<file path="src/rtl/coproc_pkg.sv">
// Shared definitions for the HPS-to-coprocessor instruction path: opcodes,
// instruction/status field positions and the dispatcher state encoding.
package coproc_pkg;

  localparam logic [2:0] OP_NOP     = 3'd0;
  localparam logic [2:0] OP_WRITE   = 3'd1;
  localparam logic [2:0] OP_READ    = 3'd2;
  localparam logic [2:0] OP_INVALID = 3'd7;

  localparam int GO_BIT   = 31;
  localparam int OP_MSB   = 30;
  localparam int OP_LSB   = 28;
  localparam int ADDR_LSB = 10;
  localparam int DATA_LSB = 0;

  localparam int ST_BUSY    = 0;
  localparam int ST_DONE    = 1;
  localparam int ST_ERROR   = 2;
  localparam int ST_OVERRUN = 3;
  localparam int ST_RD_LSB  = 4;
  localparam int RD_W       = 8;

  typedef enum logic [1:0] {
    IDLE,
    ISSUE,
    WAIT
  } state_t;

endpackage

</file>
<file path="src/rtl/dispatch_timer.sv">
// Clear/enable cycle counter; expired flags the last allowed cycle of a command.
module dispatch_timer #(
  parameter int TIMEOUT_CYCLES = 1000000
) (
  input  logic clk,
  input  logic reset_n,
  input  logic clear,
  input  logic enable,
  output logic expired
);

  localparam int W = (TIMEOUT_CYCLES > 1) ? $clog2(TIMEOUT_CYCLES) : 1;
  localparam logic [W-1:0] LAST = W'(TIMEOUT_CYCLES - 1);

  logic [W-1:0] count;

  always_ff @(posedge clk or negedge reset_n) begin
    if (!reset_n)
      count <= '0;
    else if (clear)
      count <= '0;
    else if (enable)
      count <= count + W'(1);
  end

  assign expired = (count == LAST);

endmodule

</file>
<file path="src/rtl/instr_dispatcher.sv">
// Turns go-bit edges on the HPS instruction word into one handshaked command
// for the image coprocessor and publishes a fully registered status word.
module instr_dispatcher
  import coproc_pkg::*;
#(
  parameter int TIMEOUT_CYCLES = 1000000,
  parameter int ADDR_W         = 17,
  parameter int DATA_W         = 8
) (
  input  logic              clk,
  input  logic              reset_n,
  input  logic [31:0]       instr,
  output logic              cmd_valid,
  input  logic              cmd_ready,
  output logic [2:0]        cmd_opcode,
  output logic [ADDR_W-1:0] cmd_addr,
  output logic [DATA_W-1:0] cmd_data,
  input  logic              cmd_done,
  input  logic [DATA_W-1:0] rsp_data,
  output logic [31:0]       status
);

  state_t          state;
  logic            go_q;
  logic            go_edge;
  logic            accept;
  logic            expired;
  logic [2:0]      op_in;
  logic            done;
  logic            error;
  logic            overrun;
  logic [RD_W-1:0] rd_data;
  logic            unused_instr;

  assign op_in        = instr[OP_MSB:OP_LSB];
  assign go_edge      = instr[GO_BIT] & ~go_q;
  assign accept       = go_edge && (state == IDLE);
  assign unused_instr = ^{instr[27], instr[9:8]};

  dispatch_timer #(
    .TIMEOUT_CYCLES(TIMEOUT_CYCLES)
  ) u_timer (
    .clk    (clk),
    .reset_n(reset_n),
    .clear  (accept),
    .enable (state != IDLE),
    .expired(expired)
  );

  // Completion is checked before expiry so a cmd_done on the timeout cycle wins.
  always_ff @(posedge clk or negedge reset_n) begin
    if (!reset_n) begin
      state      <= IDLE;
      go_q       <= 1'b0;
      cmd_opcode <= '0;
      cmd_addr   <= '0;
      cmd_data   <= '0;
      done       <= 1'b0;
      error      <= 1'b0;
      overrun    <= 1'b0;
      rd_data    <= '0;
    end else begin
      go_q <= instr[GO_BIT];
      case (state)
        IDLE: begin
          if (go_edge) begin
            cmd_opcode <= op_in;
            cmd_addr   <= instr[ADDR_LSB +: ADDR_W];
            cmd_data   <= instr[DATA_LSB +: DATA_W];
            done       <= 1'b0;
            error      <= 1'b0;
            overrun    <= 1'b0;
            if (op_in == OP_NOP) begin
              done <= 1'b1;
            end else if (op_in == OP_INVALID) begin
              done  <= 1'b1;
              error <= 1'b1;
            end else begin
              state <= ISSUE;
            end
          end
        end
        ISSUE: begin
          if (go_edge)
            overrun <= 1'b1;
          if (expired) begin
            state <= IDLE;
            done  <= 1'b1;
            error <= 1'b1;
          end else if (cmd_ready) begin
            state <= WAIT;
          end
        end
        WAIT: begin
          if (go_edge)
            overrun <= 1'b1;
          if (cmd_done) begin
            state <= IDLE;
            done  <= 1'b1;
            if (cmd_opcode == OP_READ)
              rd_data <= RD_W'(rsp_data);
          end else if (expired) begin
            state <= IDLE;
            done  <= 1'b1;
            error <= 1'b1;
          end
        end
        default: state <= IDLE;
      endcase
    end
  end

  assign cmd_valid = (state == ISSUE);

  always_comb begin
    status                           = '0;
    status[ST_BUSY]                  = (state != IDLE);
    status[ST_DONE]                  = done;
    status[ST_ERROR]                 = error;
    status[ST_OVERRUN]               = overrun;
    status[ST_RD_LSB +: RD_W]        = rd_data;
  end

endmodule

</file>
<file path="config.mk">
export PLATFORM = sky130hd
export DESIGN_NAME = instr_dispatcher
export DESIGN_NICKNAME = d
export VERILOG_FILES = /design/src/rtl/coproc_pkg.sv /design/src/rtl/dispatch_timer.sv /design/src/rtl/instr_dispatcher.sv
export SDC_FILE = /design/constraint.sdc
export NUM_CORES = 1
export LEC_CHECK = 0
export CAP_MARGIN = 25
export CORE_MARGIN = 2
export CORE_UTILIZATION = 40
export CTS_BUF_LIST = sky130_fd_sc_hd__clkbuf_4 sky130_fd_sc_hd__clkbuf_8 sky130_fd_sc_hd__clkbuf_16
export CTS_CLUSTER_SIZE = 10
export DETAILED_ROUTE_END_ITERATION = 7
export GPL_ROUTABILITY_DRIVEN = 0
export PLACE_DENSITY = 0.82
export SETUP_SLACK_MARGIN = 0.15
export SLEW_MARGIN = 40
export SYNTH_ARGS = -nofsm -noshare
export SYNTH_HDL_FRONTEND = slang
export SYNTH_SLANG_ARGS = --single-unit
</file>
<file path="constraint.sdc">
create_clock -name clk -period 3.6 [get_ports clk]
set_clock_uncertainty 0.1 [all_clocks]
set_input_delay 0.72 -clock clk [delete_from_list [all_inputs] [get_ports clk]]
set_output_delay 0.72 -clock clk [all_outputs]
set_load 0.01 [all_outputs]
</file>
==> results.sh <==
export IMPL_port_buffers=81
export IMPL_met2_length_um=3167
export IMPL_vias_per_cell=5.050
export IMPL_r2r_start="state[0]"
export IMPL_p_leak_nw=1.808
export IMPL_multiInputGateArea_um2=1274
export IMPL_slew_violations=0
export IMPL_netlist_top_cell_by_area="dfrtp_1"
export IMPL_p_per_area_nw_per_um2=699.8
export IMPL_highest_layer="met4"
export IMPL_hold_buffers=0
export IMPL_final_antenna_net_count=0
export IMPL_ys_seq_elements=62
export IMPL_clockBufferDepth=2
export IMPL_ctsResizeCount=0
export IMPL_grt_pass1_vias=2333
export IMPL_clk_latency_ns=0.33
export IMPL_setup_slack_ns=0.8466
export IMPL_hold_viol=0
export IMPL_syn_avg_cell_area_um2=12.00
export IMPL_synth_cell_types=42
export IMPL_irDropWorstVdd_v=0.0004463
export IMPL_antenna_found_initial=0
export IMPL_cts_tree="built"
export IMPL_dr_pass1_iters=4
export IMPL_area_growth_pct=34.85
export IMPL_rr_worst_depth=6
export IMPL_hold_path_class="in -> async"
export IMPL_wirelength_met1_um=2386
export IMPL_postPlaceCellArea_um2=3809
export IMPL_dieWidth_um=90.27
export IMPL_synthCells=248
export IMPL_drive_gt1_share_pct=18.40
export IMPL_final_cell_area_um2=4014
export IMPL_crit_fanout=14
export IMPL_pre_cts_slack_ns=0.9636
export IMPL_final_core_util_pct=55.64
export IMPL_grt_first_pass_wirelength_um=10940
export IMPL_power_switching_w=0.0008612
export IMPL_io_pins=105
export IMPL_internal_power_w=0.001948
export IMPL_fp_dieH_um=90.27
export IMPL_finalCritPeriodShare_pct=76.48
export IMPL_die_area_um2=8148
export IMPL_worstMarginPinSlew_ns=0.5299
export IMPL_rows=31
export IMPL_synth_commonest_cells="dfrtp_1 (62), mux2_2 (37), buf_4 (24)"
export IMPL_drt_total_wl_um=6446
export IMPL_final_cells=436
export IMPL_rrSetupSlack_ns=1.38
export IMPL_crit_arrival_ns=1.93
export IMPL_core_region_area_um2=7214
export IMPL_dr_wl_met3_um=797
export IMPL_required_ns=2.78
export IMPL_fin_tns_setup_ns=0
export IMPL_grt_ovfl_total=0
export IMPL_grt_max_degree=36
export IMPL_crit_path_start="state[0]"
export IMPL_initial_utilization_pct=41.26
export IMPL_rsz0062_at_grt="no"
export IMPL_placed_cells=421
export IMPL_post_route_drc_count=0
export IMPL_p_comb_share_pct=39.4
export IMPL_ff_latch_area_um2=1551
export IMPL_vias=2202
export IMPL_synth_seq_area_share_pct=52.12
export IMPL_cts_sinks=62
export IMPL_n_antenna_cell=0
export IMPL_yosys_area_top_type_share_pct=52.12
export IMPL_switching_share_pct=30.66
export IMPL_clockPowerShare_pct=22.2
export IMPL_grtUsageTotal_pct=16.67
export IMPL_yosysMostFrequentCell="dfrtp_1"
export IMPL_max_freq_mhz=363.2
export IMPL_cts_root_buffer="clkbuf_8"
export IMPL_dp_hpwl_um=4818
export IMPL_endpoint_kind="primary output"
export IMPL_r2r_end="u_timer.count[17]"
export IMPL_wl_per_cell_um=14.78
export IMPL_maxSlewHeadroom_pct=64.40
export IMPL_final_setup_viol_count=0
export IMPL_synth_area_top_cells="dfrtp_1 (52%), mux2_2 (14%), buf_4 (6.1%)"
export IMPL_dr_first_iter_drc_count=118
export IMPL_status="finished, final reports clean"
export IMPL_cap_violations=0
export IMPL_crit_type="reg -> out"
export IMPL_cp_endpoint="status[0]"
export IMPL_p_seq_share_pct=38.3
export IMPL_synth_edf_count=0
export IMPL_synth_ff_type="dfrtp_1"
export IMPL_fill_cells=605
export IMPL_path_clk_slew_ns=0.07
export IMPL_startpoint_type="flip-flop"
export IMPL_synth_area_um2=2977
export IMPL_period_needed_ns=2.753
export IMPL_cts_buffers=9
export IMPL_synth_async_reset_ratio_pct=100.0
export IMPL_cts_setup_buffers=0
export IMPL_htree_num_levels=3
export IMPL_layout_nets=382
export IMPL_yosys_warnings=0
-- power groups by stage --
stage               sequential, W  clock, W  combinational (W)
floorplan                 0.00116         0           0.000465
detailed placement        0.00109         0            0.00111
global placement          0.00107         0            0.00109
CTS                       0.00108  0.000635            0.00112
finish                    0.00108  0.000625            0.00111
global route              0.00111  0.000668            0.00120
-- sequential cells by signal (all words and copies together), names as in the netlist --
signal	cells
u_timer.count	20
cmd_addr	17
cmd_data	8
rd_data	8
cmd_opcode	3
state	2
done	1
error	1
go_q	1
overrun	1
-- how the worst min path moves through the flow --
stage                           start                 to  slack, ns  cells past startpoint
floorplan                     reset_n        cmd_addr[0]       0.32                      0
global placement    u_timer.count[19]  u_timer.count[19]       0.35                      1
detailed placement            overrun            overrun       0.39                      1
CTS                           reset_n            overrun       0.38                      1
global route                  reset_n  u_timer.count[14]       0.25                      1
finish                        reset_n       cmd_addr[12]       0.23                      1
-- layer usage --
layer | GRT usage [%] | up-vias
met5 | 0 | -
met4 | 5.769 | 0
met2 | 27.76 | 103
met3 | 9.265 | 11
li1 | - | 1015
met1 | 17.92 | 1073
-- cells in the final DEF (no fill, tap or decap), drive strengths merged, types with 2 or more instances in the layout --
cell / n
nor2b: 2
mux2i: 13
o31ai: 4
a31oi: 3
nor2: 7
ha: 5
buf: 4
clkbuf: 12
a221oi: 2
mux2: 37
a22o: 2
nand3: 8
and3: 5
nand4: 2
nor4: 3
nand2b: 5
nor3: 4
nand2: 23
dfrtp: 62
conb: 20
nand4b: 2
clkdlybuf4s50: 80
clkinv: 2
o41ai: 2
o21ai: 8
inv: 5
a21oi: 3
-- worst max-delay path: stages (launching register included) --
cell	delay [ns]
dfrtp_1	0.43
inv_1	0.12
ha_1	0.45
inv_2	0.11
clkdlybuf4s50_1	0.50
-- logic make-up (layout without fill, tap and decap cells) --
group | count (synthesis) | in the layout | synth area share, %
mux | 50 | 50 | 18.37
buf+inv | 34 | 104 | 7.482
fa+ha+maj | 5 | 5 | 2.102
flops | 62 | 62 | 52.12
simple gates | 66 | 66 | 12.82
other cells | 1 | 20 | 0.1260
compound gates | 30 | 30 | 6.978
-- final cells by class --
cell class / count / share of cell area, %
timing repair buffer: 84 / 21.01
sequential: 62 / 38.65
multi-input combinational: 171 / 31.73
clock inverter: 3 / 1.091
clock buffer: 12 / 3.959
tap: 99 / 3.086
inverter: 5 / 0.4676
-- through the flow --
step                hold slack (ns)  power [W]
global route                 0.2520   0.002972
global placement             0.3542   0.002156
CTS                          0.3767   0.002829
detailed placement           0.3902   0.002197
floorplan                    0.3244   0.001624
finish                       0.2282   0.002809
Note: power is estimated with default switching activity, not from simulation.
